$ cat config.mk
export PLATFORM = sky130hd
export DESIGN_NAME = state_receiver
export DESIGN_NICKNAME = d
export VERILOG_FILES = /design/src/rtl/state_receiver.sv
export SDC_FILE = /design/constraint.sdc
export NUM_CORES = 1
export LEC_CHECK = 0
export BUFFER_PORTS_ARGS = -buffer_cell sky130_fd_sc_hd__buf_2
export CORE_ASPECT_RATIO = 1.1
export CORE_MARGIN = 1
export CORE_UTILIZATION = 53
export DETAILED_ROUTE_END_ITERATION = 8
export GPL_TIMING_DRIVEN = 0
export PLACE_DENSITY = 0.76
export SYNTH_ARGS = -nofsm -noshare
export SYNTH_HDL_FRONTEND = slang
export SYNTH_SLANG_ARGS = --single-unit
export TNS_END_PERCENT = 100
$ cat constraint.sdc
create_clock -name clk_pixel_in -period 6.59 [get_ports clk_pixel_in]
set_input_delay 0.9885 -clock clk_pixel_in [delete_from_list [all_inputs] [get_ports clk_pixel_in]]
set_output_delay 0.9885 -clock clk_pixel_in [all_outputs]
set_load 0.02 [all_outputs]
$ cat src/rtl/state_receiver.sv
// Deserializer for the inter-FPGA player-state link (sel/data_clk/data).
// Optional even-parity bit after the payload: define RX_PARITY_EN.
module state_receiver #(
  parameter int DATA_WIDTH     = 89,
  parameter int TIMEOUT_CYCLES = 4096
) (
  input  logic                  clk_pixel_in,
  input  logic                  rst_in,
  input  logic                  data_in,
  input  logic                  data_clk_in,
  input  logic                  sel_in,
  output logic [DATA_WIDTH-1:0] data_out,
  output logic                  data_out_valid,
  output logic                  frame_error_out,
  output logic [1:0]            error_code_out
);

`ifdef RX_PARITY_EN
  localparam int FRAME_BITS = DATA_WIDTH + 1;
`else
  localparam int FRAME_BITS = DATA_WIDTH;
`endif
  localparam int CW = $clog2(DATA_WIDTH + 2);
  localparam int TW = $clog2(TIMEOUT_CYCLES + 1);
  localparam logic [CW-1:0] C_FULL = CW'(FRAME_BITS);
  localparam logic [CW-1:0] C_SAT  = CW'(FRAME_BITS + 1);
  localparam logic [TW-1:0] T_MAX  = TW'(TIMEOUT_CYCLES);

  typedef enum logic [1:0] {
    S_IDLE,
    S_RECV,
    S_CHECK,
    S_DRAIN
  } state_t;

  logic r_data_s1, r_data_s2;
  logic r_clk_s1, r_clk_s2, r_clk_d;
  logic r_sel_s1, r_sel_s2, r_sel_d;

  state_t                r_state, w_state_nxt;
  logic [FRAME_BITS-1:0] r_shift, w_shift_nxt;
  logic [CW-1:0]         r_cnt, w_cnt_nxt;
  logic [TW-1:0]         r_tmr, w_tmr_nxt;
  logic [DATA_WIDTH-1:0] r_data_out, w_data_nxt;
  logic                  r_valid, w_valid_nxt;
  logic                  r_err, w_err_nxt;
  logic [1:0]            r_code, w_code_nxt;

  logic                  w_clk_rise;
  logic                  w_sel_fall;
  logic                  w_sel_rise;
  logic [DATA_WIDTH-1:0] w_payload;

  // Synchronizers rest at the idle line levels so reset never fakes an edge
  always_ff @(posedge clk_pixel_in or posedge rst_in) begin
    if (rst_in) begin
      r_data_s1 <= 1'b0;
      r_data_s2 <= 1'b0;
      r_clk_s1  <= 1'b0;
      r_clk_s2  <= 1'b0;
      r_clk_d   <= 1'b0;
      r_sel_s1  <= 1'b1;
      r_sel_s2  <= 1'b1;
      r_sel_d   <= 1'b1;
    end else begin
      r_data_s1 <= data_in;
      r_data_s2 <= r_data_s1;
      r_clk_s1  <= data_clk_in;
      r_clk_s2  <= r_clk_s1;
      r_clk_d   <= r_clk_s2;
      r_sel_s1  <= sel_in;
      r_sel_s2  <= r_sel_s1;
      r_sel_d   <= r_sel_s2;
    end
  end

  assign w_clk_rise = r_clk_s2 & ~r_clk_d;
  assign w_sel_fall = ~r_sel_s2 & r_sel_d;
  assign w_sel_rise = r_sel_s2 & ~r_sel_d;
  assign w_payload  = r_shift[FRAME_BITS-1 -: DATA_WIDTH];

  always_ff @(posedge clk_pixel_in or posedge rst_in) begin
    if (rst_in) begin
      r_state    <= S_IDLE;
      r_shift    <= '0;
      r_cnt      <= '0;
      r_tmr      <= '0;
      r_data_out <= '0;
      r_valid    <= 1'b0;
      r_err      <= 1'b0;
      r_code     <= 2'd0;
    end else begin
      r_state    <= w_state_nxt;
      r_shift    <= w_shift_nxt;
      r_cnt      <= w_cnt_nxt;
      r_tmr      <= w_tmr_nxt;
      r_data_out <= w_data_nxt;
      r_valid    <= w_valid_nxt;
      r_err      <= w_err_nxt;
      r_code     <= w_code_nxt;
    end
  end

  always_comb begin
    w_state_nxt = r_state;
    w_shift_nxt = r_shift;
    w_cnt_nxt   = r_cnt;
    w_tmr_nxt   = r_tmr;
    w_data_nxt  = r_data_out;
    w_valid_nxt = 1'b0;
    w_err_nxt   = 1'b0;
    w_code_nxt  = r_code;
    unique case (r_state)
      S_IDLE: begin
        if (w_sel_fall) begin
          w_state_nxt = S_RECV;
          w_shift_nxt = '0;
          w_cnt_nxt   = '0;
          w_tmr_nxt   = '0;
        end
      end
      S_RECV: begin
        if (w_clk_rise) begin
          w_shift_nxt = {r_shift[FRAME_BITS-2:0], r_data_s2};
          w_cnt_nxt   = (r_cnt == C_SAT) ? r_cnt : r_cnt + 1'b1;
          w_tmr_nxt   = '0;
        end else if (r_tmr != T_MAX) begin
          w_tmr_nxt = r_tmr + 1'b1;
        end
        // A bit arriving with the sel rise is already in the shift/count above
        if (w_sel_rise) begin
          w_state_nxt = S_CHECK;
        end else if (!w_clk_rise && r_tmr == T_MAX) begin
          w_state_nxt = S_DRAIN;
          w_err_nxt   = 1'b1;
          w_code_nxt  = 2'd2;
        end
      end
      S_CHECK: begin
        w_state_nxt = S_IDLE;
        if (r_cnt != C_FULL) begin
          w_err_nxt  = 1'b1;
          w_code_nxt = 2'd1;
        end
`ifdef RX_PARITY_EN
        else if (^r_shift) begin
          w_err_nxt  = 1'b1;
          w_code_nxt = 2'd3;
        end
`endif
        else begin
          w_data_nxt  = w_payload;
          w_valid_nxt = 1'b1;
          w_code_nxt  = 2'd0;
        end
      end
      S_DRAIN: begin
        if (r_sel_s2) w_state_nxt = S_IDLE;
      end
      default: w_state_nxt = S_IDLE;
    endcase
  end

  assign data_out        = r_data_out;
  assign data_out_valid  = r_valid;
  assign frame_error_out = r_err;
  assign error_code_out  = r_code;

endmodule

==> metrics.md <==
| Metric | Value |
|---|---|
| Wire per inst | `16.4 um` |
| Slew @ Worst Pin | `0.677 ns` |
| WP data required | `6.96 ns` |
| Root Driver | `clkbuf_16` |
| FMAX | `445 MHz` |
| DR DRC count | `0` |
| Worst hold path class | `flip-flop to flip-flop` |
| Global route overflow | `0` |
| Largest net degree at the start of global routing | `47` |
| Clk sink count | `212` |
| Layout area overhead | `17.7%` |
| Die width | `128 um` |
| Setup crit end kind | `flip-flop` |
| Slew margin rel. | `54.9%` |
| Power Density | `333 mW/mm^2` |
| Share of cells above drive strength 1 | `28.1%` |
| Distinct cells, synth | `58` |
| Detailed Place HPWL | `12.4 mm` |
| Via density | `5.48` |
| Syn avg cell area | `11.9 um^2` |
| H-tree levels | `1` |
| Arrival @ worst endpoint | `2.62 ns` |
| First-pass DRT Iterations | `5` |
| P_leak | `5.41 nW` |
| Mapped cell area | `0.00920 mm^2` |
| Worst skew pair latency | `0.51 ns` |
| Synthesis-stage register bit count | `212` |
| Vias in the first global route | `6089` |
| Critical register-to-register path startpoint | `r_state[1]` |
| Hold Crit Endpoint | `r_data_s2` |
| Final hold vios | `0` |
| Syn nets | `789` |
| Clock power frac | `35.4%` |
| CP max-delay cell | `dfrtp_1` |
| CTS clk-pin slew, worst paths | `0.06 ns` |
| Via count | `6301` |
| Gr usage total | `22.1%` |
| Setup Viol. Count Final | `0` |
| Status | `finished, final reports clean` |
| Crit path buf inv count | `5` |
| Initial antenna violation count | `0` |
| Cts hold-fix bufs | `0` |
| Nets | `915` |
| Register share of total power | `38.1%` |
| RePlAce Congestion | `0.872` |
| CTS Buf Count | `22` |
| Max Slew Vio Count | `0` |
| Yosys top cell by area | `dfrtp_1` |
| Post-synth EDFFs | `0` |
| Fillcell total | `1358` |
| Hold wc startpoint | `r_data_s1` |
| Gate power share | `26.5%` |
| Die Span Y | `140 um` |
| Post-synth ARST share | `100%` |
| DIE AREA | `0.0179 mm^2` |
| Postcts setup bufs | `0` |
| Initial Util | `54.1%` |
| Ant. Diodes | `0` |
| Int Pwr | `2.34 mW` |
| Post-route non-filler standard cell count | `1149` |
| Top post-synthesis cells by area | `dfrtp_1 (57%), mux2_4 (13%), o21ai_0 (9.6%)` |
| TNS Setup | `0 ns` |
| Final WL | `18.8 mm` |
| Psw | `1.26 mW` |
| Maxcap violations | `0` |
| First-pass GRT wire length | `31.8 mm` |
| Post_cts resized | `0` |
| IO Count | `98` |
| Buffers on Ports | `97` |
| RSZ-0062 raised after global routing | `false` |
| R2r endpoint | `r_shift[11]` |
| Row count | `50` |
| Top cell type's share of synthesized area | `56.9%` |
| Antenna Nets Post-Route | `0` |
| Worst hold stages | `0` |
| R2R cell count | `9` |
| Mapped Cells | `775` |
| Ys flop type | `dfrtp_1` |
| CTS tree | `yes` |
| Delay-heaviest family, CP | `buffers and inverters` |
| Yosys warning total | `0` |
| Sw Ratio | `35.0%` |
| Worst path cell trace | `inv_1 -> ha_1 -> buf_4 -> inv_2 -> o22ai_4 -> or2_1 -> buf_2 -> clkbuf_2 -> o21ai_0` |
| Worst VDD drop | `0.221 mV` |
| Post-synthesis sequential area ratio | `57.7%` |
| Startpoint Class | `flip-flop` |
| Crit Path Max Fanout | `10` |
| WHS | `0.346 ns` |
| Final period utilization | `34.1%` |
| Most numerous cell in the Yosys netlist | `dfrtp_1` |
| Skew final | `0.0230 ns` |
| Core Region | `0.0170 mm^2` |
| # placed instances | `1111` |
| Number of DRC markers in iteration 0 | `618` |
| R2r setup slk | `4.35 ns` |
| Slowest Stage Delay on Critical Path | `0.41 ns` |
| Most instantiated cells after synthesis | `dfrtp_1 (209), o21ai_0 (176), nand2_1 (100)` |
| Tmin final | `2.24 ns` |
| Longest Clk Path Bufs | `3` |
| Critical path class | `flip-flop to flip-flop` |
[area by class of cell]
type                            instances  area [um^2]  share of cell area [%]
Buffer                                 57          323                    2.98
Multi-Input combinational cell        489         3500                    32.4
Sequential cell                       212         5310                    49.1
Inverter                               17         67.6                   0.624
Tap cell                              234          293                    2.71
Timing Repair Buffer                  102          586                    5.41
Clock inverter                         11          144                    1.33
Clock buffer                           27          599                    5.54
[logic make-up (layout without fill, tap and decap cells)]
group                    count (synthesis)  count (layout)  synth area share, %
multiplexers                            94              94                 14.7
AO/OA/AOI/OAI                          231             231                 14.2
AND/OR/NAND/NOR                        152             152                 7.70
adder cells (fa/ha/maj)                  9               9                 1.22
buffers and inverters                   74             214                 4.20
XOR/XNOR                                 3               3                0.286
flip-flops                             212             212                 57.7
[per-layer routing]
| metal | share of wire [%] | wire length [um] | track usage [%] |
|---|---|---|---|
| met1 | 46 | 8670 | 31.7 |
| met2 | 48 | 9060 | 35.3 |
| met3 | 4.2 | 783 | 3.32 |
| met4 | 1.7 | 313 | 5.88 |
| met5 | 0 | 0 | 0 |
[power by group through the flow]
stage	Combinational [mW]	Sequential [mW]	Clock, mW
floorplan	0.660	1.40	0
global placement	0.928	1.40	0
detailed placement	0.945	1.40	0
CTS	0.953	1.37	1.30
global route	1.07	1.38	1.35
finish	0.956	1.37	1.27
[worst max path at each step]
stage	cells after the start	end	start	slack, ns
2_1_floorplan	1	data_out[0]	rst_in	2.85
3_3_place_gp	2	frame_error_out	rst_in	1.65
3_5_place_dp	9	r_shift[11]	r_state[1]	4.33
4_1_cts	9	r_shift[11]	r_state[1]	4.33
5_1_grt	9	r_shift[17]	r_state[1]	4.12
6_report	9	r_shift[11]	r_state[1]	4.35
[flip-flops by register name, summed over array words and instances (netlist names)]
register and count:
frame_error_out 1, r_tmr 13, r_clk_d 1, r_cnt 7
r_sel_d 1, r_data_s2 1, r_sel_s2 1, r_shift 89
data_out_valid 1, r_state 2, data_out 89, r_data_s1 1
r_clk_s1 1, error_code_out 2, r_clk_s2 1, r_sel_s1 1
[worst register-to-register path: cells and delay by family (launching register included)]
family,cells,cell delay (ns)
adders and majority gates,1,0.14
AOI/OAI and AO/OA,2,0.54
DFF,1,0.41
buffers and inverters,5,0.88
and+or+nand+nor,1,0.16
[metrics by stage]
step | util, % | worst slack (ns) | total power, mW | instance area, um^2
5_1_grt | 63.6 | 4.12 | 3.79 | 10800
2_1_floorplan | - | 2.85 | 2.06 | 9200
3_3_place_gp | 58.6 | 1.65 | 2.33 | 9980
4_1_cts | 63.6 | 4.33 | 3.62 | 10800
3_5_place_dp | 59.2 | 4.33 | 2.34 | 10100
6_report | 63.6 | 4.35 | 3.60 | 10800
[placed cells by master (no fill, tap or decap), types with 10 or more instances in the layout]
cell type / n
buf_2: 102
buf_6: 11
clkbuf_1: 33
clkbuf_16: 22
dfrtp_1: 209
inv_1: 15
mux2_4: 80
nand2_1: 100
nand3_1: 10
o21ai_0: 176
o21ai_1: 13
Power figures use the tool's default switching activity.
